<file path="config.mk">
export PLATFORM = sky130hd
export DESIGN_NAME = ex_lsu_sbuf
export DESIGN_NICKNAME = d
export VERILOG_FILES = /design/src/rtl/lsu_pkg.sv /design/src/rtl/lsu_store_fifo.sv /design/src/rtl/ex_lsu_sbuf.sv
export SDC_FILE = /design/constraint.sdc
export NUM_CORES = 1
export LEC_CHECK = 0
export ABC_AREA = 1
export BUFFER_PORTS_ARGS = -buffer_cell sky130_fd_sc_hd__buf_4
export CORE_MARGIN = 2
export CORE_UTILIZATION = 40
export CTS_CLUSTER_DIAMETER = 30
export DETAILED_ROUTE_END_ITERATION = 8
export HOLD_SLACK_MARGIN = 0.08
export PLACE_DENSITY_LB_ADDON = 0.12
export SLEW_MARGIN = 20
export SYNTH_ARGS = -nofsm -noshare
export SYNTH_HDL_FRONTEND = slang
export SYNTH_SLANG_ARGS = --single-unit
</file>
<file path="constraint.sdc">
create_clock -name clk -period 7.11 [get_ports clk]
set_input_delay 1.0665 -clock clk [delete_from_list [all_inputs] [get_ports clk]]
set_output_delay 1.0665 -clock clk [all_outputs]
set_load 0.02 [all_outputs]
</file>
<file path="src/rtl/lsu_pkg.sv">
// Shared definitions for the execute-stage load/store unit: memop bit positions,
// bus size codes, load FSM states and the store-buffer entry layout.
package lsu_pkg;

  localparam int MOP_LB  = 0;
  localparam int MOP_LBU = 1;
  localparam int MOP_LH  = 2;
  localparam int MOP_LHU = 3;
  localparam int MOP_LW  = 4;
  localparam int MOP_SB  = 5;
  localparam int MOP_SH  = 6;
  localparam int MOP_SW  = 7;
  localparam int MOP_LWL = 8;
  localparam int MOP_LWR = 9;
  localparam int MOP_SWL = 10;
  localparam int MOP_SWR = 11;

  localparam logic [1:0] SZ_BYTE = 2'b00;
  localparam logic [1:0] SZ_HALF = 2'b01;
  localparam logic [1:0] SZ_WORD = 2'b10;

  typedef enum logic [1:0] {
    IDLE,
    REQ,
    WAIT
  } ld_state_t;

  typedef struct packed {
    logic [31:0] addr;
    logic [3:0]  wstrb;
    logic [31:0] wdata;
    logic [1:0]  size;
  } sb_entry_t;

endpackage

</file>
<file path="src/rtl/lsu_store_fifo.sv">
// Circular store buffer: in-order push/pop, a peek at the two oldest entries,
// and a parallel word-address compare against every valid entry.
module lsu_store_fifo
  import lsu_pkg::*;
#(
  parameter int DEPTH = 4
) (
  input  logic                   clk,
  input  logic                   rst,
  input  logic                   push,
  input  sb_entry_t              push_data,
  input  logic                   pop,
  input  logic [29:0]            match_addr,
  output sb_entry_t              head,
  output sb_entry_t              head2,
  output logic                   full,
  output logic                   empty,
  output logic                   match,
  output logic [$clog2(DEPTH):0] count
);

  localparam int PW = $clog2(DEPTH);
  localparam logic [PW:0] FULL_CNT = (PW+1)'(DEPTH);

  sb_entry_t         mem [DEPTH];
  logic [DEPTH-1:0]  vld;
  logic [PW-1:0]     wr_ptr;
  logic [PW-1:0]     rd_ptr;
  logic [PW-1:0]     rd_next;

  always_ff @(posedge clk) begin
    if (rst) begin
      wr_ptr <= '0;
      rd_ptr <= '0;
      count  <= '0;
      vld    <= '0;
    end else begin
      if (push) begin
        vld[wr_ptr] <= 1'b1;
        wr_ptr      <= wr_ptr + 1'b1;
      end
      if (pop) begin
        vld[rd_ptr] <= 1'b0;
        rd_ptr      <= rd_ptr + 1'b1;
      end
      case ({push, pop})
        2'b10:   count <= count + 1'b1;
        2'b01:   count <= count - 1'b1;
        default: ;
      endcase
    end
  end

  always_ff @(posedge clk) begin
    if (push) mem[wr_ptr] <= push_data;
  end

  assign rd_next = rd_ptr + 1'b1;
  assign head    = mem[rd_ptr];
  assign head2   = mem[rd_next];
  assign full    = (count == FULL_CNT);
  assign empty   = (count == '0);

  always_comb begin
    match = 1'b0;
    for (int i = 0; i < DEPTH; i++) begin
      if (vld[i] && (mem[i].addr[31:2] == match_addr)) match = 1'b1;
    end
  end

endmodule

</file>
<file path="src/rtl/ex_lsu_sbuf.sv">
// Execute-stage load/store unit: decodes strobes/size/alignment faults, queues
// stores, lets non-conflicting loads overtake queued stores on a valid/ready bus.
module ex_lsu_sbuf
  import lsu_pkg::*;
#(
  parameter int SB_DEPTH = 4,
  parameter int MMOP_W   = 12
) (
  input  logic              clk,
  input  logic              rst,
  input  logic              ex_valid_i,
  input  logic [MMOP_W-1:0] ex_memop_i,
  input  logic [31:0]       ex_addr_i,
  input  logic [31:0]       ex_rtvalue_i,
  input  logic              ex_has_exc_i,
  input  logic              ex_flush_i,
  output logic              ex_ready_o,
  output logic              ex_adel_o,
  output logic              ex_ades_o,
  output logic              ex_stallreq_o,
  output logic              bus_req_o,
  output logic              bus_wr_o,
  output logic [31:0]       bus_addr_o,
  output logic [3:0]        bus_wstrb_o,
  output logic [31:0]       bus_wdata_o,
  output logic [1:0]        bus_size_o,
  input  logic              bus_ready_i,
  input  logic              bus_rvalid_i,
  input  logic [31:0]       bus_rdata_i,
  output logic              ld_valid_o,
  output logic [31:0]       ld_data_o,
  output logic [1:0]        ld_addr_low_o
);

  localparam int CW = $clog2(SB_DEPTH) + 1;

  logic [1:0]  a;
  logic        is_load, is_store, exc, accept, load_acc, store_acc;
  sb_entry_t   st_entry, st_next, sb_head, sb_head2;
  logic [1:0]  ld_size_c, ld_size;
  logic [31:0] ld_addr;
  logic        sb_full, sb_empty, sb_match, sb_pop;
  logic [CW-1:0] sb_count;
  logic [29:0] match_addr;
  ld_state_t   state, state_next;
  logic        discard, discard_next;
  logic        slot_free, ld_presented, ld_accepted, drop_ld;
  logic        issue_new_ld, issue_pend_ld, issue_ld, st_avail, deliver;

  assign a = ex_addr_i[1:0];

  assign is_load  = ex_memop_i[MOP_LB] | ex_memop_i[MOP_LBU] | ex_memop_i[MOP_LH] |
                    ex_memop_i[MOP_LHU] | ex_memop_i[MOP_LW] | ex_memop_i[MOP_LWL] |
                    ex_memop_i[MOP_LWR];
  assign is_store = ex_memop_i[MOP_SB] | ex_memop_i[MOP_SH] | ex_memop_i[MOP_SW] |
                    ex_memop_i[MOP_SWL] | ex_memop_i[MOP_SWR];

  assign ex_adel_o = ex_valid_i & (((ex_memop_i[MOP_LH] | ex_memop_i[MOP_LHU]) & a[0]) |
                                   (ex_memop_i[MOP_LW] & (a != 2'b00)));
  assign ex_ades_o = ex_valid_i & ((ex_memop_i[MOP_SH] & a[0]) |
                                   (ex_memop_i[MOP_SW] & (a != 2'b00)));

  // Faulting or flushed ops are swallowed without touching the buffer or bus.
  assign exc           = ex_adel_o | ex_ades_o | ex_has_exc_i | ex_flush_i;
  assign ex_ready_o    = ~rst & ex_valid_i & (state == IDLE) & (exc | ~is_store | ~sb_full);
  assign ex_stallreq_o = ex_valid_i & ~ex_ready_o;
  assign accept        = ex_valid_i & ex_ready_o & ~exc;
  assign load_acc      = accept & is_load;
  assign store_acc     = accept & is_store;

  always_comb begin
    st_entry       = '0;
    st_entry.addr  = ex_addr_i;
    st_entry.wstrb = 4'b1111;
    st_entry.wdata = ex_rtvalue_i;
    st_entry.size  = SZ_WORD;
    if (ex_memop_i[MOP_SB]) begin
      st_entry.wstrb = 4'b0001 << a;
      st_entry.wdata = {4{ex_rtvalue_i[7:0]}};
      st_entry.size  = SZ_BYTE;
    end else if (ex_memop_i[MOP_SH]) begin
      st_entry.wstrb = a[1] ? 4'b1100 : 4'b0011;
      st_entry.wdata = {2{ex_rtvalue_i[15:0]}};
      st_entry.size  = SZ_HALF;
    end else if (ex_memop_i[MOP_SWL]) begin
      case (a)
        2'd0: begin st_entry.wstrb = 4'b0001; st_entry.wdata = {4{ex_rtvalue_i[31:24]}}; st_entry.size = SZ_BYTE; end
        2'd1: begin st_entry.wstrb = 4'b0011; st_entry.wdata = {2{ex_rtvalue_i[31:16]}}; st_entry.size = SZ_HALF; end
        2'd2: begin st_entry.wstrb = 4'b0111; st_entry.wdata = {8'b0, ex_rtvalue_i[31:8]}; st_entry.size = SZ_WORD; end
        default: begin st_entry.wstrb = 4'b1111; st_entry.wdata = ex_rtvalue_i; st_entry.size = SZ_WORD; end
      endcase
    end else if (ex_memop_i[MOP_SWR]) begin
      case (a)
        2'd0: begin st_entry.wstrb = 4'b1111; st_entry.wdata = ex_rtvalue_i; st_entry.size = SZ_WORD; end
        2'd1: begin st_entry.wstrb = 4'b1110; st_entry.wdata = {ex_rtvalue_i[23:0], 8'b0}; st_entry.size = SZ_WORD; end
        2'd2: begin st_entry.wstrb = 4'b1100; st_entry.wdata = {2{ex_rtvalue_i[15:0]}}; st_entry.size = SZ_HALF; end
        default: begin st_entry.wstrb = 4'b1000; st_entry.wdata = {4{ex_rtvalue_i[7:0]}}; st_entry.size = SZ_BYTE; end
      endcase
    end
  end

  always_comb begin
    ld_size_c = SZ_WORD;
    if (ex_memop_i[MOP_LB] | ex_memop_i[MOP_LBU])      ld_size_c = SZ_BYTE;
    else if (ex_memop_i[MOP_LH] | ex_memop_i[MOP_LHU]) ld_size_c = SZ_HALF;
    else if (ex_memop_i[MOP_LWL])                      ld_size_c = (a == 2'd0) ? SZ_BYTE : (a == 2'd1) ? SZ_HALF : SZ_WORD;
    else if (ex_memop_i[MOP_LWR])                      ld_size_c = (a == 2'd3) ? SZ_BYTE : (a == 2'd2) ? SZ_HALF : SZ_WORD;
  end

  // In IDLE the hazard check looks at the incoming load, otherwise the held one.
  assign match_addr = (state == IDLE) ? ex_addr_i[31:2] : ld_addr[31:2];

  lsu_store_fifo #(.DEPTH(SB_DEPTH)) u_sb (
    .clk        (clk),
    .rst        (rst),
    .push       (store_acc),
    .push_data  (st_entry),
    .pop        (sb_pop),
    .match_addr (match_addr),
    .head       (sb_head),
    .head2      (sb_head2),
    .full       (sb_full),
    .empty      (sb_empty),
    .match      (sb_match),
    .count      (sb_count)
  );

  assign slot_free    = ~bus_req_o | bus_ready_i;
  assign ld_presented = bus_req_o & ~bus_wr_o;
  assign ld_accepted  = ld_presented & bus_ready_i;
  assign sb_pop       = bus_req_o & bus_wr_o & bus_ready_i;
  assign drop_ld      = (state == REQ) & ex_flush_i & ld_presented & ~bus_ready_i;

  assign issue_new_ld  = load_acc & ~sb_match & slot_free;
  assign issue_pend_ld = (state == REQ) & ~ld_presented & ~sb_match & ~ex_flush_i & slot_free;
  assign issue_ld      = issue_new_ld | issue_pend_ld;

  // The presented store is always the buffer head, so after a pop the next
  // candidate is the second entry, or a store being pushed right now.
  always_comb begin
    st_avail = 1'b0;
    st_next  = sb_head;
    if (sb_pop) begin
      if (sb_count > CW'(1)) begin
        st_avail = 1'b1;
        st_next  = sb_head2;
      end else if (store_acc) begin
        st_avail = 1'b1;
        st_next  = st_entry;
      end
    end else if (!sb_empty) begin
      st_avail = 1'b1;
      st_next  = sb_head;
    end else if (store_acc) begin
      st_avail = 1'b1;
      st_next  = st_entry;
    end
  end

  always_ff @(posedge clk) begin
    if (rst) begin
      bus_req_o   <= 1'b0;
      bus_wr_o    <= 1'b0;
      bus_addr_o  <= '0;
      bus_wstrb_o <= '0;
      bus_wdata_o <= '0;
      bus_size_o  <= '0;
    end else if (drop_ld) begin
      bus_req_o <= 1'b0;
    end else if (slot_free) begin
      bus_req_o <= issue_ld | st_avail;
      bus_wr_o  <= ~issue_ld & st_avail;
      if (issue_ld) begin
        bus_addr_o  <= issue_new_ld ? ex_addr_i : ld_addr;
        bus_wstrb_o <= 4'b0000;
        bus_wdata_o <= '0;
        bus_size_o  <= issue_new_ld ? ld_size_c : ld_size;
      end else if (st_avail) begin
        bus_addr_o  <= st_next.addr;
        bus_wstrb_o <= st_next.wstrb;
        bus_wdata_o <= st_next.wdata;
        bus_size_o  <= st_next.size;
      end
    end
  end

  always_ff @(posedge clk) begin
    if (rst) begin
      state   <= IDLE;
      discard <= 1'b0;
      ld_addr <= '0;
      ld_size <= '0;
    end else begin
      state   <= state_next;
      discard <= discard_next;
      if (load_acc) begin
        ld_addr <= ex_addr_i;
        ld_size <= ld_size_c;
      end
    end
  end

  always_comb begin
    state_next   = state;
    discard_next = discard;
    case (state)
      IDLE: if (load_acc) state_next = REQ;
      REQ: begin
        if (ld_accepted) begin
          state_next   = WAIT;
          discard_next = ex_flush_i;
        end else if (ex_flush_i) begin
          state_next = IDLE;
        end
      end
      WAIT: begin
        if (bus_rvalid_i) begin
          state_next   = IDLE;
          discard_next = 1'b0;
        end else if (ex_flush_i) begin
          discard_next = 1'b1;
        end
      end
      default: state_next = IDLE;
    endcase
  end

  assign deliver = (state == WAIT) & bus_rvalid_i & ~discard & ~ex_flush_i;

  always_ff @(posedge clk) begin
    if (rst) begin
      ld_valid_o    <= 1'b0;
      ld_data_o     <= '0;
      ld_addr_low_o <= '0;
    end else begin
      ld_valid_o <= deliver;
      if (deliver) begin
        ld_data_o     <= bus_rdata_i;
        ld_addr_low_o <= ld_addr[1:0];
      end
    end
  end

endmodule
</file>
After elaboration in Yosys (flattened, before gate mapping)
Memory sizes are Yosys's and may differ from the RTL's. A register that Yosys moved wholly into a read port is not among the register bits.
Cells that the tools add are included.
{"block": "word_totals", "mem_count": 1, "output_inout_bits": 111, "elab_cells": 190, "regBits": 155, "in_bits": 115, "ram_bits": 280}
{"name": "u_sb.mem", "depth": 4, "width": 70, "rd": 6, "rd_ports_with_merged_regs": 1, "write_ports": 1, "line_no": "lsu_store_fifo.sv:25", "source": "sb_entry_t mem [DEPTH];"}
{"block": "op_classes", "order_cmp": 5, "shift": 1, "muxes": 58, "addsub": 4, "eq_ne": 17, "reduce_logical": 18, "n_bitwise": 69}
{"cell": "2-to-1 mux 70 bit", "n": 4}
{"cell": "2-to-1 mux 32 bit", "n": 5}
{"cell": "== test 30 bit", "n": 4}
{"cell": "2-to-1 mux 38 bit", "n": 3}
{"cell": "case mux 38 bit (3 select lines)", "n": 1}
{"cell": "case mux 37 bit (3 select lines)", "n": 1}
{"cell": "2-to-1 mux 37 bit", "n": 1}
{"cell": "2-to-1 mux 2 bit", "n": 17}
{"cell": "bitwise AND 1 bit", "n": 31}
{"cell": "2-to-1 mux 30 bit", "n": 1}
{"cell": "2-to-1 mux 4 bit", "n": 6}
{"cell": "OR 1 bit", "n": 21}
{"cell": "2-to-1 mux 1 bit", "n": 14}
{"cell": "inverter 1 bit", "n": 14}
{"cell": "AND reduction 3 bit", "n": 3}
{"cell": "== test 2 bit, second input constant", "n": 4}
{"cell": "nonzero test 2 bit", "n": 4}
{"cell": "== test 2 x 1 -> 1 bit, second input constant", "n": 3}
{"cell": "logical AND 1 bit", "n": 6}
{"cell": "< comparator 2 x 3 -> 1 bit, second input constant", "n": 2}
{"cell": "!= test 2 bit, second input constant", "n": 3}
{"cell": "!= test 3 bit, second input constant", "n": 2}
{"cell": "case mux 2 bit (3 select lines)", "n": 1}
{"cell": "case mux 3 bit (2 select lines)", "n": 1}
{"cell": "16 further kinds", "n": 20}

Longest topological paths before layout
Gate-level depths: netlist of the first run.
{"block": "depth", "word_depth": 18, "mapped_depth": 22}

Hierarchy
From an unflattened synthesis of the first run, not the netlist that was laid out.
{"block": "hier_totals", "hier_cells": 3368, "hier_area_um2": 24741.2}
{"mod": "lsu_store_fifo", "area_each_um2": 14931.8, "instances": 1, "seq_area_each_um2": 8668.3, "cells_each": 1690}
{"mod": "ex_lsu_sbuf", "area_each_um2": 9809.4, "instances": 1, "seq_area_each_um2": 2882.8, "cells_each": 1678}

Worst setup path before layout of the first run
OpenSTA, ideal clock, no wires.
{"block": "synth_timing", "path_kind": "input port to flip-flop", "start": "input port ex_addr_i[0]", "end": "register u_sb.vld[0]", "path_stages": 10, "path_buffers": 2, "arrival_ns": 5.512, "required_time_ns": 7.028, "slack_ns": 1.516, "cell_sequence": "buf_2 -> nor2_1 -> nor2_1 -> o21a_1 -> nor2_1 -> nand4_1 -> buf_2 -> nor2_1 -> o21ai_0 -> a21oi_1"}
{"block": "synth_via", "elab_chain_len": 17}
{"element": "start, declared", "line_no": "ex_lsu_sbuf.sv:13", "source": "input logic [31:0] ex_addr_i,"}
{"element": "nonzero test 2 bit", "line_no": "ex_lsu_sbuf.sv:59", "source": "(ex_memop_i[MOP_LW] & (a != 2'b00)));"}
{"element": "bitwise AND 1 bit", "line_no": "ex_lsu_sbuf.sv:59"}
{"element": "OR 1 bit (*)", "line_no": "ex_lsu_sbuf.sv:58", "source": "assign ex_adel_o = ex_valid_i & (((ex_memop_i[MOP_LH] | ex_memop_i[MOP_LHU]) & a[0]) |"}
{"element": "bitwise AND 1 bit (*)", "line_no": "ex_lsu_sbuf.sv:58"}
{"element": "named net ex_adel_o", "line_no": "ex_lsu_sbuf.sv:18", "source": "output logic ex_adel_o,"}
{"element": "OR 1 bit (*) (3 in a row)", "line_no": "ex_lsu_sbuf.sv:64", "source": "assign exc = ex_adel_o | ex_ades_o | ex_has_exc_i | ex_flush_i;"}
{"element": "OR 1 bit (2 in a row)", "line_no": "ex_lsu_sbuf.sv:65", "source": "assign ex_ready_o = ~rst & ex_valid_i & (state == IDLE) & (exc | ~is_store | ~sb_full);"}
{"element": "bitwise AND 1 bit", "line_no": "ex_lsu_sbuf.sv:65"}
{"element": "bitwise AND 1 bit", "line_no": "ex_lsu_sbuf.sv:67", "source": "assign accept = ex_valid_i & ex_ready_o & ~exc;"}
{"element": "bitwise AND 1 bit (*)", "line_no": "ex_lsu_sbuf.sv:67"}
{"element": "bitwise AND 1 bit (*)", "line_no": "ex_lsu_sbuf.sv:69", "source": "assign store_acc = accept & is_store;"}
{"element": "2-to-1 mux 4 bit (*)", "line_no": "lsu_store_fifo.sv:38", "source": "if (push) begin"}
{"element": "2-to-1 mux 4 bit (*)", "line_no": "lsu_store_fifo.sv:32", "source": "if (rst) begin"}
{"element": "bitwise AND 4 bit (no source line)"}
{"element": "2-to-1 mux 4 bit (*)", "line_no": "lsu_store_fifo.sv:42", "source": "if (pop) begin"}
{"element": "end signal, assigned", "line_no": "lsu_store_fifo.sv:36", "source": "vld <= '0;"}
{"element": "end signal, assigned by index", "line_no": "lsu_store_fifo.sv:39", "source": "vld[wr_ptr] <= 1'b1;"}
{"element": "end signal, assigned by index", "line_no": "lsu_store_fifo.sv:43", "source": "vld[rd_ptr] <= 1'b0;"}
{"element": "end, declared", "line_no": "lsu_store_fifo.sv:26", "source": "logic [DEPTH-1:0] vld;"}
Mark *: on every way through the listed nets, which the timed path passes. The rest lies on a longest branch. The select of a mux whose other input is x is not followed.
A chain may end at the register's enable or synchronous reset.

Worst setup path in the final report of the first run
{"block": "layout_timing", "start": "input port ex_memop_i[5]", "end": "register bus_addr_o[19]"}
{"block": "layout_via", "elab_chain_len": 16}
{"element": "start, declared", "line_no": "ex_lsu_sbuf.sv:12", "source": "input logic [MMOP_W-1:0] ex_memop_i,"}
{"element": "OR 1 bit (*) (3 in a row)", "line_no": "ex_lsu_sbuf.sv:55", "source": "assign is_store = ex_memop_i[MOP_SB] | ex_memop_i[MOP_SH] | ex_memop_i[MOP_SW] |"}
{"element": "OR 1 bit (*)", "line_no": "ex_lsu_sbuf.sv:56", "source": "ex_memop_i[MOP_SWL] | ex_memop_i[MOP_SWR];"}
{"element": "inverter 1 bit", "line_no": "ex_lsu_sbuf.sv:65"}
{"element": "OR 1 bit (2 in a row)", "line_no": "ex_lsu_sbuf.sv:65"}
{"element": "bitwise AND 1 bit", "line_no": "ex_lsu_sbuf.sv:65"}
{"element": "bitwise AND 1 bit (2 in a row)", "line_no": "ex_lsu_sbuf.sv:67"}
{"element": "bitwise AND 1 bit (on tied branches)", "line_no": "ex_lsu_sbuf.sv:68, ex_lsu_sbuf.sv:69"}
{"element": "bitwise AND 1 bit, or another cell as far along (2 in a row)", "line_no": "ex_lsu_sbuf.sv:134", "source": "assign issue_new_ld = load_acc & ~sb_match & slot_free;"}
{"element": "OR 1 bit, or another cell as far along", "line_no": "ex_lsu_sbuf.sv:136", "source": "assign issue_ld = issue_new_ld | issue_pend_ld;"}
{"element": "nonzero test 2 bit (no source line) or 2-to-1 mux 32 bit (tied branches)"}
{"element": "AND reduction 3 bit (no source line) or 2-to-1 mux 32 bit (tied branches)"}
{"element": "end signal, assigned", "line_no": "ex_lsu_sbuf.sv:174", "source": "bus_addr_o <= issue_new_ld ? ex_addr_i : ld_addr;"}
{"element": "end signal, assigned", "line_no": "ex_lsu_sbuf.sv:179", "source": "bus_addr_o <= st_next.addr;"}
{"element": "end, declared", "line_no": "ex_lsu_sbuf.sv:23", "source": "output logic [31:0] bus_addr_o,"}
Every way passes the cells marked *; elsewhere a longest branch is shown, timed or not. The select of a mux whose other input is x is not followed.

==> qor.txt, run 1 <==
Post_cts resized -> 0
Antenna violations before repair -> 2
Fin util -> 0.502
Via density -> 5.70
Post-synth ARST share -> 0
Total GRT Usage -> 0.307
IO Port Bufs -> 225
Number of synthesized flops with an enable pin -> 280
CTS buffer count -> 105
F_max -> 206 MHz
XOR/XNOR Fraction of Synth Area -> 0.00179
GR Util met2 -> 0.515
Clock Skews -> 0.0460 ns
Sw power -> 2.12 mW
Mapped Cells -> 3286
Multi-input logic area -> 10900 sq um
Status -> completed
Grt met1 use -> 0.364
Synth top area cells -> edfxtp_1 34%, nand2_1 14%, dfxtp_1 13%
Layout Cells excl Fill -> 4337
Tcrit/Tclk final -> 0.681
CP Data Required Time -> 7.65 ns
Commonest cells in the netlist -> 891 x nand2_1, 410 x a21oi_1, 402 x o21ai_0
Post-synthesis mux area share -> 0
Count leader, synth -> nand2_1
Crit Path Max Fanout -> 41
Routed vias -> 24700
Clock group share of total power -> 0.581
Post-synth cell types -> 48
Placed insts -> 4136
Die Height -> 251 um
Drt drc -> 0
Routability cong. -> 0.943
P_leak -> 12.9 nW
DR WL/cell -> 23.0 um
Pin count of the biggest net entering global routing -> 87
Max-slew violations -> 0
I/O pin count -> 226
Share of the yosys chip area belonging to registers -> 0.473
Yosys top cell area share -> 0.344
Detailed router's first-iteration violation count -> 2508
Syn_nets -> 3414
Final hold viol count -> 0
Post-Syn Area per Cell -> 7.44 sq um
CTS Hold Buffers Added -> 0
Endpoints failing setup -> 0
Yosys reg bits -> 437
P&R area growth vs syn -> 24.0%
# fillers -> 5824
Combinational power share -> 0.079
Core ar. -> 60400 sq um
FF/Latch Area -> 11600 sq um
Adder-Cell Fraction of Synth Area -> 0.00666
Int Pwr -> 6.15 mW
Setup bufs post-CTS -> 0
Worst setup margin -> 2.27 ns
Layer with the highest usage -> met2
Die area -> 63100 sq um
Sequential power share -> 0.340
Clk_lat worst skew -> 0.67 ns
Critical path type -> in -> reg
Clk root buf -> clkbuf_16
Pre-Repair DR Iteration Count -> 6
Post-Syn Area -> 24400 sq um
Initial core utilization -> 0.405
CTS clk-pin slew, worst paths -> 0.04 ns
# nets final -> 3589
DP HPWL -> 64100 um
Remaining Overflow, GRT -> 0
Layout cells sized above 1 -> 0.138
Post-synthesis compound-gate area fraction -> 0.223
CTS tree -> done
Chip Width -> 251 um
Hold Crit Class -> reg -> reg
MaxCap Viol Count -> 0
Ys Warns -> 0
Setup tns final -> 0 ns
Main combinational cell family by area after synthesis -> compound AO/OA/AOI/OAI gates
Net Sw Frac -> 0.256
WP data arrival -> 5.38 ns
DRT Wirelength -> 99600 um
Number of global-route vias before repair -> 24200
RSZ-0062 raised after global routing -> no
Clock H-tree levels -> 3
Slew Limit Headroom -> 0.188
First-pass GRT wire length -> 146000 um
Cell Rows -> 90
CTS Sinks -> 437
Tot Pwr -> 8.26 mW
Largest area contributor in the netlist -> edfxtp_1
Crit. End Element -> register
Cell Pwr Density -> 273 nW/um^2
Grt met3 use -> 0.0469
Slew @ Worst Pin -> 1.21 ns
Post-route ant nets -> 0
Startpoint types -> input port
Ys flop type -> edfxtp_1
Pre-CTS setup slack -> 1.71 ns
CTS Buffer Depth -> 3
Simple logic cell fraction of the synthesized area -> 0.213
Maximum VDD drop -> 217 uV
Minimum clock period -> 4.84 ns
layout make-up:
cell class              count  area share
inverters                 328      0.0408
diodes                      1   0.0000826
clock buffers             126      0.0923
well taps                 782      0.0323
clock inverters            74      0.0271
repair buffers            261      0.0659
flip-flops and latches    437       0.382
multi-input cells        2328       0.360
cell usage in the layout (no fill, tap or decap), drive strengths merged, types with 7 or more instances in the layout:
master / Yosys / layout
nor3: 11 / 11
o2111ai: 16 / 16
dfxtp: 157 / 157
o21ai: 417 / 417
edfxtp: 280 / 280
nand2: 897 / 897
nor2: 298 / 298
nand3: 98 / 98
o211ai: 27 / 27
inv: 325 / 333
ha: 13 / 13
o22ai: 25 / 25
a32o: 7 / 7
o221ai: 20 / 20
clkinvlp: 0 / 22
a22oi: 22 / 22
bufinv: 0 / 10
clkbuf: 144 / 126
a21oi: 411 / 411
a221oi: 17 / 17
clkinv: 3 / 37
buf: 49 / 261
kinds of logic after synthesis:
| logic type | Yosys count |
|---|---|
| buf+inv | 521 |
| fa+ha+maj | 13 |
| flops | 437 |
| compound gates | 992 |
| simple gates | 1318 |
| xor+xnor | 5 |
flip-flops by register name, summed over array words and instances (netlist names), 3 cells and up, named ones only:
signal,count
u_sb.count,3
bus_wstrb_o,4
ld_data_o,32
ld_addr,32
u_sb.mem,280
bus_addr_o,32
bus_wdata_o,32
u_sb.vld,4
layer usage:
layer,routed length (um),share of wire
met5,18,0.00018
met4,6940,0.070
met3,7120,0.071
met2,47600,0.48
met1,38000,0.38
power groups by stage:
| stage | Clock (mW) | Sequential (mW) | Combinational (mW) |
|---|---|---|---|
| final | 4.80 | 2.81 | 0.655 |
| after detailed placement | 0 | 2.85 | 0.646 |
| after global routing | 4.99 | 2.81 | 0.706 |
| after CTS | 4.84 | 2.81 | 0.649 |
| after global placement | 0 | 2.85 | 0.641 |
| after floorplan | 0 | 2.87 | 0.317 |
final timing paths:
path	from	endpoint	slack, ns	cells after the start
max	ex_memop_i[5]	bus_addr_o[19]$_SDFFE_PP0P_	2.27	19
min	bus_wstrb_o[1]$_SDFFE_PP0P_	bus_wstrb_o[1]$_SDFFE_PP0P_	0.47	2
max reg2reg	state[0]$_SDFFE_PP0P_	bus_addr_o[19]$_SDFFE_PP0P_	2.40	17
min reg2reg	bus_wstrb_o[1]$_SDFFE_PP0P_	bus_wstrb_o[1]$_SDFFE_PP0P_	0.47	2
through the flow:
stage | hold WS (ns) | cell area (sq um)
global route | 0.498 | 30300
global placement | 0.459 | 26700
floorplan | 0.440 | 24400
detailed placement | 0.462 | 26700
finish | 0.468 | 30300
CTS | 0.472 | 30300
worst max-delay path, cell delays in order:
cell and delay, ns:
buf_4 0.14, inv_2 0.22, nand2_2 0.28, nor2_2 0.27, nand3_1 0.16, nand3_1 0.15, nand4_1 0.15, buf_4 0.24
nand2_2 0.12, inv_2 0.09, nor2_4 0.08, buf_4 0.41, inv_2 0.26, nand2_2 0.72, inv_2 0.58, nand2_1 0.19
nand3_1 0.09, nand2_1 0.08, inv_1 0.05
No activity file was read; power rests on OpenSTA's default activity.
==> inputs of run 2 (changes only) <==
==> constraint.sdc (replaced) <==
create_clock -name clk -period 4.8 [get_ports clk]
set_input_delay 0.72 -clock clk [delete_from_list [all_inputs] [get_ports clk]]
set_output_delay 0.72 -clock clk [all_outputs]
set_load 0.02 [all_outputs]
==> run 2 against run 1 <==
Critical path depth decreased by 1. Non-clock buffer count increased by 24. Flip-flop and latch count unchanged. Wire length decreased by 0.75%. Via count decreased by 0.30%. Global-route usage decreased by 0.075 points. Sequential share of layout area decreased by 0.39 points. Sequential power increased by 48%. Design area increased by 1.0%. Power increased by 51%. Worst setup slack got worse by 1.1 ns. Combinational power increased by 51%. Largest cell class unchanged.
==> qor.txt, run 2 (synthesis gave the netlist of run 1 again) <==
P&R area growth vs syn -> 25.3% (was 24.0%)
Slew @ Worst Pin -> 1.01 ns (was 1.21 ns)
Top reg by flops -> u_sb.mem (unchanged)
Antenna cells -> 0 (was 1)
Startpoint types -> register (was input port)
Initial core utilization -> 0.405 (unchanged)
Routed vias -> 24700 (about the same)
Status -> completed (unchanged)
CTS buffer count -> 107 (was 105)
Hold path start -> bus_rdata_i[21] (was bus_wstrb_o[1]$_SDFFE_PP0P_)
Final hold viol count -> 0 (unchanged)
DP HPWL -> 64600 um (was 64100 um)
Antenna violations before repair -> 1 (was 2)
I/O pin count -> 226 (unchanged)
CP Data Required Time -> 5.38 ns (was 7.65 ns)
WP data arrival -> 4.20 ns (was 5.38 ns)
CTS Buffer Depth -> 3 (unchanged)
# nets final -> 3615 (was 3589)
Die Height -> 251 um (unchanged)
Minimum clock period -> 3.62 ns
Via density -> 5.65 (was 5.70)
DR WL/cell -> 22.7 um (was 23.0 um)
Clk root buf -> clkbuf_16 (unchanged)
Layout Cells excl Fill -> 4363 (was 4337)
Setup bufs post-CTS -> 0 (unchanged)
Cell Pwr Density -> 406 nW/um^2 (was 273 nW/um^2)
Critical path's slowest cell -> nand2_2 (unchanged)
Crit. End Element -> register (unchanged)
CTS clk-pin slew, worst paths -> 0.05 ns (was 0.04 ns)
Tcrit/Tclk final -> 0.754
Hold Crit Class -> in -> reg (was reg -> reg)
Dpl cell area -> 26900 sq um (was 26700 sq um)
Pre-Repair DR Iteration Count -> 6 (unchanged)
Clock H-tree levels -> 3 (unchanged)
# fillers -> 5806 (was 5824)
Cell count of the worst reg-to-reg path -> 18 (was 17)
MaxCap Viol Count -> 0 (unchanged)
CP startpoint -> state[0]$_SDFFE_PP0P_ (was ex_memop_i[5])
Total GRT Usage -> 0.306 (was 0.307)
RSZ-0062 raised after global routing -> no (unchanged)
Crit Path Max Fanout -> 21 (was 41)
Critical path type -> reg -> reg (was in -> reg)
Maximum VDD drop -> 348 uV (was 217 uV)
Hold path cells -> 3 (was 2)
Most common cell after layout, fill and taps aside -> nand2_1 (unchanged)
Detailed router's first-iteration violation count -> 2585 (was 2508)
Die area -> 63100 sq um (unchanged)
Worst path cell trace -> inv_2 -> nand2_2 -> buf_4 -> nand2_1 -> nand2_1 -> nand2_1 -> nand2_1 -> nor2_1 -> nand2_1 -> nor2_1 -> nand2_1 -> nor2_1 -> nor2_2 -> nand3_2 -> inv_2 -> buf_4 -> o21ai_0 -> a21oi_1 (was buf_4 -> inv_2 -> nand2_2 -> nor2_2 -> nand3_1 -> nand3_1 -> nand4_1 -> buf_4 -> nand2_2 -> inv_2 -> nor2_4 -> buf_4 -> inv_2 -> nand2_2 -> inv_2 -> nand2_1 -> nand3_1 -> nand2_1 -> inv_1)
Routability cong. -> 0.961 (was 0.943)
CTS Sinks -> 437 (unchanged)
Remaining Overflow, GRT -> 0 (unchanged)
Slew Limit Headroom -> 0.323 (was 0.188)
First-pass GRT wire length -> 146000 um (about the same)
Worst flop-to-flop path startpoint -> state[0]$_SDFFE_PP0P_ (unchanged)
IO Port Bufs -> 225 (unchanged)
Post_cts resized -> 0 (unchanged)
Pin count of the biggest net entering global routing -> 79 (was 87)
P_leak -> 13.1 nW (was 12.9 nW)
CTS tree -> done (unchanged)
CTS Hold Buffers Added -> 0 (unchanged)
Drt drc -> 0 (unchanged)
Max stage delay on crit path -> 0.44 ns (was 0.72 ns)
Chip Width -> 251 um (unchanged)
Most used cell along the critical path -> nand2_1 (was inv_2)
R2R setup slack -> 1.18 ns (was 2.40 ns)
DRT Wirelength -> 98800 um (was 99600 um)
Most frequent cells in the layout -> 891 x nand2_1, 410 x a21oi_1, 402 x o21ai_0 (unchanged)
Post-route ant nets -> 0 (unchanged)
Placed insts -> 4160 (was 4136)
Max reg flops -> 280 (unchanged)
Cell Rows -> 90 (unchanged)
Max-slew violations -> 0 (unchanged)
Number of global-route vias before repair -> 23800 (was 24200)
Layout cells sized above 1 -> 0.142 (was 0.138)
Endpoints failing setup -> 0 (unchanged)
Clock Skews -> 0.0464 ns (was 0.0460 ns)
Finished Cell Area -> 30600 sq um (was 30300 sq um)
F_max -> 276 MHz
Clk_lat worst skew -> 0.68 ns (was 0.67 ns)
Core ar. -> 60400 sq um (unchanged)
run 2: final cells by class:
| class | instances | area, sq um | area share |
|---|---|---|---|
| Tap cell | 782 | 978 | 0.0320 |
| Clock inverter | 69 | 796 | 0.0260 |
| Clock buffer | 134 | 2930 | 0.0956 |
| Multi-Input combinational cell | 2328 | 10900 | 0.356 |
| Inverter | 328 | 1240 | 0.0404 |
| Timing Repair Buffer | 285 | 2210 | 0.0724 |
| Sequential cell | 437 | 11600 | 0.378 |
run 2: per-stage QoR:
stage               power, mW  hold slack, ns  setup TNS [ns]  setup WS, ns  utilization
floorplan                4.71           0.440         -123.28        -0.448            -
global placement         5.20           0.456               0          1.10        0.445
detailed placement       5.20           0.460               0          1.03        0.445
CTS                      12.5           0.242               0          1.18        0.507
global route             12.8           0.259               0         0.876        0.507
finish                   12.4           0.265               0          1.18        0.507
run 2: metal layers:
metal  global-route usage  vias up  part of all wire
met5                    0        -           0.00012
met3               0.0535      282             0.080
met1                0.369    11600              0.38
met4                0.175        2             0.058
met2                0.517     1268              0.48
li1                     -    11600                 -
run 2: worst paths after layout:
path	to
setup / recovery	bus_addr_o[12]$_SDFFE_PP0P_
setup reg to reg	bus_addr_o[12]$_SDFFE_PP0P_
hold reg to reg	bus_wdata_o[25]$_SDFFE_PP0P_
hold / removal	ld_data_o[21]$_SDFFE_PP0P_
run 2: critical path: cells and delay by family, from the launching register on:
kind	cells	cell delay [ns]
simple gates	12	1.73
buf+inv	4	1.14
flops	1	0.40
compound gates	2	0.24
run 2: power by group:
group,internal [mW],leakage (nW),switching (mW)
clock,4.92,1.80,2.37
sequential,4.09,3.79,0.0656
combinational,0.308,7.50,0.683
